[config.mk]
export PLATFORM = sky130hd
export DESIGN_NAME = mmss_down_timer_flat
export DESIGN_NICKNAME = d
export VERILOG_FILES = /design/src/rtl/mmss_down_timer_pkg.sv /design/src/rtl/mmss_down_timer_if.sv /design/src/rtl/mmss_down_timer_digit.sv /design/src/rtl/mmss_down_timer.sv /design/src/flat_wrapper.sv
export SDC_FILE = /design/constraint.sdc
export NUM_CORES = 1
export LEC_CHECK = 0
export BUFFER_PORTS_ARGS = -buffer_cell sky130_fd_sc_hd__buf_2
export CAP_MARGIN = 20
export CORE_MARGIN = 5
export CORE_UTILIZATION = 25
export DETAILED_ROUTE_END_ITERATION = 8
export HOLD_SLACK_MARGIN = 0.15
export PLACE_DENSITY = 0.42
export SLEW_MARGIN = 20
export SYNTH_ARGS = -nofsm -noshare
export SYNTH_HDL_FRONTEND = slang
export SYNTH_SLANG_ARGS = --single-unit
export TNS_END_PERCENT = 50
[constraint.sdc]
create_clock -name clk -period 5 [get_ports clk]
set_clock_uncertainty 0.05 [all_clocks]
set_input_delay 0.25 -clock clk [delete_from_list [all_inputs] [get_ports clk]]
set_output_delay 0.25 -clock clk [all_outputs]
set_load 0.02 [all_outputs]
[src/rtl/mmss_down_timer_pkg.sv]
// Shared types and helpers for the MM:SS countdown timer: state encoding,
// BCD digit width and the per-position digit modulus.
package mmss_timer_pkg;

    localparam int BCD_W = 4;

    typedef enum logic [1:0] {
        IDLE   = 2'd0,
        RUN    = 2'd1,
        PAUSED = 2'd2,
        DONE   = 2'd3
    } state_t;

    // Digit 1 is the tens-of-seconds position; every other digit is decimal.
    function automatic int digit_mod(input int idx, input int sec_tens_mod);
        return (idx == 1) ? sec_tens_mod : 10;
    endfunction

    function automatic logic [BCD_W-1:0] clamp_digit(input logic [BCD_W-1:0] d, input int m);
        return (int'(d) >= m) ? BCD_W'(m - 1) : d;
    endfunction

endpackage

[src/rtl/mmss_down_timer_if.sv]
// Control/status bundle between the keypad/load logic (master) and the timer (slave).
interface mmss_down_timer_if
    import mmss_timer_pkg::*;
#(
    parameter int NUM_DIGITS = 4
) ();

    logic                          load;
    logic [BCD_W*NUM_DIGITS-1:0]   load_val;
    logic                          start;
    logic                          pause;
    logic                          cancel;
    logic [BCD_W*NUM_DIGITS-1:0]   digits;
    logic                          running;
    logic                          zero;
    logic                          done;

    modport master (
        output load, load_val, start, pause, cancel,
        input  digits, running, zero, done
    );

    modport slave (
        input  load, load_val, start, pause, cancel,
        output digits, running, zero, done
    );

endinterface

[src/rtl/mmss_down_timer_digit.sv]
// One BCD down-counting digit with modulus MOD; borrows out when decremented at zero.
module bcd_down_digit
    import mmss_timer_pkg::*;
#(
    parameter int MOD = 10
) (
    input  logic             clk,
    input  logic             Cn,
    input  logic             ld,
    input  logic [BCD_W-1:0] ld_val,
    input  logic             dec,
    output logic [BCD_W-1:0] q,
    output logic             bout
);

    logic [BCD_W-1:0] q_reg;

    always_ff @(posedge clk or negedge Cn) begin
        if (!Cn) begin
            q_reg <= '0;
        end else if (ld) begin
            q_reg <= ld_val;
        end else if (dec) begin
            q_reg <= (q_reg == '0) ? BCD_W'(MOD - 1) : q_reg - 1'b1;
        end
    end

    assign q    = q_reg;
    assign bout = dec & (q_reg == '0);

endmodule

[src/rtl/mmss_down_timer.sv]
// MM:SS countdown timer: one-second prescaler, start/pause/cancel FSM, clamp-on-load
// and a chain of BCD digits whose borrows ripple upward.
module mmss_down_timer
    import mmss_timer_pkg::*;
#(
    parameter int NUM_DIGITS   = 4,
    parameter int TICK_DIV     = 100,
    parameter int SEC_TENS_MOD = 6
) (
    input  logic               clk,
    input  logic               Cn,
    mmss_down_timer_if.slave   bus
);

    localparam int W  = BCD_W * NUM_DIGITS;
    localparam int PW = (TICK_DIV > 2) ? $clog2(TICK_DIV) : 1;

    state_t          state_reg, state_next;
    logic [PW-1:0]   presc_reg, presc_next;
    logic            running_reg;
    logic            done_reg;
    logic            tick;
    logic            terminal;
    logic            digit_ld;
    logic [W-1:0]    digit_ld_val;
    logic [W-1:0]    clamped;
    logic [W-1:0]    count;
    logic            count_zero;
    logic            count_one;
    logic [NUM_DIGITS:0] borrow;
    logic            unused_top_borrow;

    assign count_zero = (count == '0);
    assign count_one  = (count == W'(1));

    // A tick applied to a count of one is the terminal decrement.
    assign terminal = tick & count_one;

    always_comb begin
        state_next   = state_reg;
        presc_next   = presc_reg;
        tick         = 1'b0;
        digit_ld     = 1'b0;
        digit_ld_val = clamped;
        unique case (state_reg)
            IDLE: begin
                if (bus.cancel) begin
                    digit_ld     = 1'b1;
                    digit_ld_val = '0;
                    presc_next   = '0;
                end else if (bus.load) begin
                    digit_ld = 1'b1;
                end else if (bus.start && !count_zero) begin
                    state_next = RUN;
                    presc_next = '0;
                end
            end
            RUN: begin
                if (bus.cancel) begin
                    digit_ld     = 1'b1;
                    digit_ld_val = '0;
                    presc_next   = '0;
                    state_next   = IDLE;
                end else if (bus.pause) begin
                    state_next = PAUSED;
                end else if (presc_reg == PW'(TICK_DIV - 1)) begin
                    tick       = 1'b1;
                    presc_next = '0;
                    if (count_one) begin
                        state_next = DONE;
                    end
                end else begin
                    presc_next = presc_reg + 1'b1;
                end
            end
            PAUSED: begin
                if (bus.cancel) begin
                    digit_ld     = 1'b1;
                    digit_ld_val = '0;
                    presc_next   = '0;
                    state_next   = IDLE;
                end else if (bus.load) begin
                    digit_ld   = 1'b1;
                    state_next = IDLE;
                end else if (!bus.pause && bus.start) begin
                    state_next = RUN;
                end
            end
            DONE: begin
                if (bus.cancel) begin
                    digit_ld     = 1'b1;
                    digit_ld_val = '0;
                    presc_next   = '0;
                    state_next   = IDLE;
                end else if (bus.load) begin
                    digit_ld   = 1'b1;
                    state_next = IDLE;
                end
            end
            default: state_next = IDLE;
        endcase
    end

    always_ff @(posedge clk or negedge Cn) begin
        if (!Cn) begin
            state_reg   <= IDLE;
            presc_reg   <= '0;
            running_reg <= 1'b0;
            done_reg    <= 1'b0;
        end else begin
            state_reg   <= state_next;
            presc_reg   <= presc_next;
            running_reg <= (state_next == RUN);
            done_reg    <= terminal;
        end
    end

    assign borrow[0] = tick;

    genvar gi;
    generate
        for (gi = 0; gi < NUM_DIGITS; gi++) begin : g_digit
            assign clamped[gi*BCD_W +: BCD_W] =
                clamp_digit(bus.load_val[gi*BCD_W +: BCD_W], digit_mod(gi, SEC_TENS_MOD));

            bcd_down_digit #(
                .MOD(digit_mod(gi, SEC_TENS_MOD))
            ) u_digit (
                .clk    (clk),
                .Cn     (Cn),
                .ld     (digit_ld),
                .ld_val (digit_ld_val[gi*BCD_W +: BCD_W]),
                .dec    (borrow[gi]),
                .q      (count[gi*BCD_W +: BCD_W]),
                .bout   (borrow[gi+1])
            );
        end
    endgenerate

    // RUN is left before the count could borrow out of the top digit.
    assign unused_top_borrow = borrow[NUM_DIGITS];

    assign bus.digits  = count;
    assign bus.running = running_reg;
    assign bus.zero    = count_zero;
    assign bus.done    = done_reg;

endmodule

[src/flat_wrapper.sv]
// flat-port wrapper written by rule: the top's interface ports become plain ports
module mmss_down_timer_flat import mmss_timer_pkg::*;
#(
    parameter int NUM_DIGITS   = 4,
    parameter int TICK_DIV     = 100,
    parameter int SEC_TENS_MOD = 6
)
  (clk, Cn, bus_load, bus_load_val, bus_start, bus_pause, bus_cancel, bus_digits, bus_running, bus_zero, bus_done);
  mmss_down_timer_if #(.NUM_DIGITS(NUM_DIGITS)) bus_i ();
  input  logic clk;
  input  logic Cn;
  input wire logic [$bits(bus_i.load)-1:0] bus_load;
  input wire logic [$bits(bus_i.load_val)-1:0] bus_load_val;
  input wire logic [$bits(bus_i.start)-1:0] bus_start;
  input wire logic [$bits(bus_i.pause)-1:0] bus_pause;
  input wire logic [$bits(bus_i.cancel)-1:0] bus_cancel;
  output wire logic [$bits(bus_i.digits)-1:0] bus_digits;
  output wire logic [$bits(bus_i.running)-1:0] bus_running;
  output wire logic [$bits(bus_i.zero)-1:0] bus_zero;
  output wire logic [$bits(bus_i.done)-1:0] bus_done;
  assign bus_i.load = bus_load;
  assign bus_i.load_val = bus_load_val;
  assign bus_i.start = bus_start;
  assign bus_i.pause = bus_pause;
  assign bus_i.cancel = bus_cancel;
  assign bus_digits = bus_i.digits;
  assign bus_running = bus_i.running;
  assign bus_zero = bus_i.zero;
  assign bus_done = bus_i.done;
  mmss_down_timer #(.NUM_DIGITS(NUM_DIGITS), .TICK_DIV(TICK_DIV), .SEC_TENS_MOD(SEC_TENS_MOD)) u_core (.clk(clk), .Cn(Cn), .bus(bus_i));
endmodule
# After elaboration in Yosys (flattened, before gate mapping)
# Cells that the tools add are included.
# W data, S select, Z words.
[classes]
addsub = 5
eq_ne = 10
n_reduce_logical = 18
n_bitwise = 4
mux = 47
magnitude_cmp = 4
[op_table]
columns = ["op", "n"]
rows = [
  ["$mux W4", 16],
  ["$mux W7", 7],
  ["$mux W16", 2],
  ["$mux W2", 12],
  ["$pmux W7 S3", 1],
  ["$eq A16 B1 Y1 const B", 1],
  ["$logic_not A16 Y1", 1],
  ["$logic_not A4 Y1", 4],
  ["$sub A4 B1 Y4 const B", 4],
  ["$ge A4 B4 Y1 const B", 3],
  ["$pmux W2 S4", 1],
  ["$reduce_bool A2 Y1", 4],
  ["$add A7 B1 Y7 const B", 1],
  ["$eq A7 B7 Y1 const B", 1],
  ["$mux W1", 7],
  ["$ne A3 B3 Y1 const B", 2],
  ["$and A1 B1 Y1", 4],
  ["$eq A2 B1 Y1 const B", 2],
  ["$eq A2 B2 Y1 const B", 2],
  ["$ge A4 B3 Y1 const B", 1],
  ["$reduce_and A4 Y1", 1],
  ["$reduce_or A4 Y1", 1],
  ["$ne A3 B2 Y1 const B", 1],
  ["$reduce_or A3 Y1", 1],
  ["other kinds (6)", 8],
]
[word_totals]
inputBits = 22
output_inout_bits = 19
register_bits = 27
wordCells = 96

# Logic depth before layout (Yosys ltp)
[logic_depth]
word_depth = 10
mapped_depth = 6
depth_no_buf = 5

# Hierarchy
# Synthesis repeated with hierarchy kept, for this count alone.
[unflattened]
cells_unflattened = 187
hier_area_um2 = 1720.4
[modules_own_cells]
columns = ["module", "area_each_um2", "seq_area_each_um2", "n_inst", "cells_per_inst"]
rows = [
  ["mmss_down_timer", 824.5, 275.3, 1, 100],
  ["bcd_down_digit (u_core.g_digit[0].u_digit ...)", 231.5, 100.1, 3, 22],
  ["bcd_down_digit (u_core.g_digit[1].u_digit)", 201.4, 100.1, 1, 21],
]

# Worst setup path after synthesis
# No wires, ideal clock.
[synth_timing]
path_type = "register -> register"
from = "register u_core.g_digit[2].u_digit.q_reg[1]"
to = "register u_core.g_digit[3].u_digit.q_reg[2]"
arrival_time_ns = 1.718
required_ns = 4.819
synth_period_minus_slack_ns = 1.898
n_path_buf = 0
path_slack_ns = 3.102
stages_incl_launch_ff = 5
setup_ns = 0.131
cell_sequence = "dfrtp_1 -> or4_1 -> or3_1 -> o311ai_1 -> nand3_1"
[synth_between]
elab_chain_len = 3
[synth_rtl]
columns = ["element", "line", "source"]
rows = [
  ["start: declaration", "mmss_down_timer_digit.sv:16", "logic [BCD_W-1:0] q_reg;"],
  ["start signal: assignment", "mmss_down_timer_digit.sv:22", "q_reg <= ld_val;"],
  ["start signal: assignment", "mmss_down_timer_digit.sv:24", "q_reg <= (q_reg == '0) ? BCD_W'(MOD - 1) : q_reg - 1'b1;"],
  ["$logic_not A4 Y1", "mmss_down_timer_digit.sv:29", "assign bout = dec & (q_reg == '0);"],
  ["$and A1 B1 Y1", "mmss_down_timer_digit.sv:29", ""],
  ["$reduce_bool A2 Y1 (no line)", "--", ""],
  ["end signal: assignment", "mmss_down_timer_digit.sv:22", ""],
  ["end signal: assignment", "mmss_down_timer_digit.sv:24", ""],
  ["end: declaration", "mmss_down_timer_digit.sv:16", ""],
]
# Every way passes these cells.
# A chain may end at the register's enable or synchronous reset.

# Final worst setup path
[layout_timing]
from = "register u_core.g_digit[1].u_digit.q_reg[0]"
to = "output bus_zero"
[layout_between]
elab_chain_len = 1
[layout_rtl]
columns = ["element", "line", "source"]
rows = [
  ["start: declaration", "mmss_down_timer_digit.sv:16", ""],
  ["start signal: assignment", "mmss_down_timer_digit.sv:22", ""],
  ["start signal: assignment", "mmss_down_timer_digit.sv:24", ""],
  ["$logic_not A16 Y1", "mmss_down_timer.sv:33", "assign count_zero = (count == '0);"],
  ["end: declaration", "flat_wrapper.sv:19", "output wire logic [$bits(bus_i.zero)-1:0] bus_zero;"],
]
# Every way passes these cells.

==> flow_summary.toml <==
[run_status]
status = "completed"

[hold_path]
hp-class = "in -> reg"

[timing]
hold_violations = 0
drv_slew = 0
hold_ws_ps = 162
timing.slew.headroom_pct = 45.0
worst_pin_slew_ps = 823
fmax_mhz = 446
finalSetupViolCount = 0
fin_setup_tns_ps = 0
rsz0062_at_grt = "no"
post-route-period-util_pct = 44.8
fin_crit_ps = 2240

[grt]
grt_pass1_vias = 1884
grt_remaining_overflow = 0
antenna_found_initial = 0
track_usage_pct = 13.3
grt_max_degree = 28
grt_pass1_wl_um = 9390

[logic_synthesis]
synth_cells = 200
async_flop_share_pct = 100
seq_area_frac_synth_pct = 37.5
yosysWarnings = 0
netlist_area_sq_mm = 0.00180
yosys_most_used_dff = "dfrtp_1"
avgSynthCellArea_sq_um = 9.01
synth_cell_types = 58
synth_edf_count = 0
synth_seq_cells = 27
syn_nets = 223

[final_layout]
largest_reg_flops = 16
drive_gt1_share_pct = 22.6
antenna_cells = 0
finalNetCount = 263
layout-area-overhead-vs-synth_pct = 20.1
nFillCells = 818

[floorplanning]
die_h_um = 94.9
rows = 31
core_sq_mm = 0.00714
io_pins = 41
die_area_sq_mm = 0.00901
start_util_pct = 25.3
die_w_um = 94.9

[run]
drv_cap = 0

[critical_path]
crit_chain = "nor4_2 -> nand4_1 -> inv_1 -> buf_2"
critPathTopFamily = "simple AND/OR/NAND/NOR gates"
worstSetupStartpointType = "flip-flop"
worstPathRequired_ps = 4700
critPathSlowestCell = "nor4_2"
slowest_delay_ps = 550
worst-path-buf-inv = 2
crit_fanout = 9
arrival_ps = 1940
crit_type = "reg -> out"
end_kind = "primary output"

[clock_tree]
cts_resized = 0
clockRootBuffer = "clkbuf_8"
clock_insertion_delay_worst_skew_ps = 280
cts_buffer_depth = 2
cts_buffers = 3
path_clk_slew_ps = 110
htree_levels = 1
clock-sinks = 27
cts_tree = "done"

[detailed_routing]
drtIter0Drc = 102
dr.pass1.iters = 4
avgRoutedWirePerCell_um = 16.7
routed_via_density = 5.32
postRouteAntennaNets = 0
wirelength_um = 5640
vias = 1798
drc = 0

[placed_design]
dp_hpwl_um = 4220
io_buffers = 40
gp_congestion = 0.762

[pwr]
powerDensity_mw_per_mm2 = 228
peakVddDrop_mv = 0.0646
leakagePower_nw = 0.912
stage by stage:
step / power (mW) / setup slack [ps] / utilization [%] / instances / instance area, sq um
floorplan: 0.318 / 3100 / - / 200 / 1800
global placement: 0.365 / 2760 / 29.3 / 331 / 2090
detailed placement: 0.364 / 2830 / 29.3 / 331 / 2090
CTS: 0.501 / 2760 / 30.3 / 338 / 2170
global route: 0.524 / 2580 / 30.3 / 338 / 2170
finish: 0.494 / 2760 / 30.3 / 338 / 2170
cell usage after synthesis (3+ instances only):
cell type | n | share of area, %
a211oi_1 | 4 | 1.7
a21oi_1 | 8 | 2.2
a311oi_1 | 7 | 3.4
a31oi_1 | 3 | 1.0
and2_1 | 5 | 1.7
buf_2 | 3 | 0.83
clkbuf_1 | 4 | 0.83
dfrtp_1 | 27 | 37
inv_1 | 3 | 0.62
nand2_1 | 16 | 3.3
nand2b_1 | 3 | 1.0
nand3_1 | 11 | 3.1
nand4_1 | 7 | 2.4
nor2_1 | 17 | 3.5
nor2b_1 | 4 | 1.4
nor3_1 | 8 | 2.2
nor4_1 | 4 | 1.4
nor4b_1 | 4 | 1.9
o21ai_0 | 6 | 1.7
or3_1 | 5 | 1.7
or4_1 | 4 | 1.7
kinds of logic (layout without fill, tap and decap cells):
kind of cell               Yosys count  after routing  share of synthesized area (%)
AOI/OAI and AO/OA                   53             53                           21.9
muxes                                2              2                           1.18
xor gates and xnor gates             1              1                          0.486
DFF                                 27             27                           37.5
adders and majority gates            1              1                          0.694
buffers and inverters               13             52                           3.33
and+or+nand+nor                    103            103                           34.9
layout by cell type, fill, tap and decap left out, types with 5 or more instances in the layout:
master	n
buf_2	40
nor3_1	8
nand4_1	7
and2_1	5
o21ai_0	6
nand2_1	16
a21oi_1	8
or3_1	5
nor2_1	17
nand3_1	11
dfrtp_1	27
a311oi_1	7
final timing paths:
path | startpoint | to | slack, ps | cells after the start
max in group asynchronous | Cn | u_core.g_digit[0].u_digit.q[1] | 4000 | 2
hold reg to reg | u_core.presc_reg[5] | u_core.presc_reg[5] | 470 | 1
setup / recovery | u_core.g_digit[1].u_digit.q[0] | bus_zero | 2760 | 4
min in group asynchronous | Cn | u_core.g_digit[2].u_digit.q[3] | 480 | 2
setup reg to reg | u_core.state_reg[1] | u_core.g_digit[2].u_digit.q[1] | 2840 | 4
hold / removal | bus_load_val[1] | u_core.g_digit[0].u_digit.q[1] | 160 | 3
tightest hold or removal path, delay by kind of cell:
kind | cells | cell delay, ps
buffers and inverters | 1 | 90
and+or+nand+nor | 2 | 120
cell type report:
type / instances / area, sq um / area share, %
clock buffers: 3 / 41.3 / 1.91
clock inverters: 1 / 5.00 / 0.231
inverters: 4 / 15.0 / 0.693
multi-input cells: 160 / 1070 / 49.3
flip-flops and latches: 27 / 676 / 31.2
well taps: 99 / 124 / 5.72
repair buffers: 44 / 238 / 11.0
layer usage:
layer / vias up / GRT usage (%) / part of all wire [%]
li1: 872 / - / -
met1: 881 / 16.4 / 46
met2: 39 / 22.8 / 49
met3: 6 / 3.03 / 4.0
met4: 0 / 3.97 / 1.6
met5: - / 0 / 0
power breakdown:
part	internal (mW)	total, mW	switching, mW
logic	0.0408	0.115	0.0743
registers	0.228	0.245	0.0173
clock network	0.0561	0.134	0.0775
total	0.325	0.494	0.169
repair_timing:
| item | in CTS | in global routing |
|---|---|---|
| hold endpoints to repair | 29 | 0 |
| setup buffers | 0 | 0 |
| hold buffers | 3 | 0 |
No activity file was read; power rests on OpenSTA's default activity.
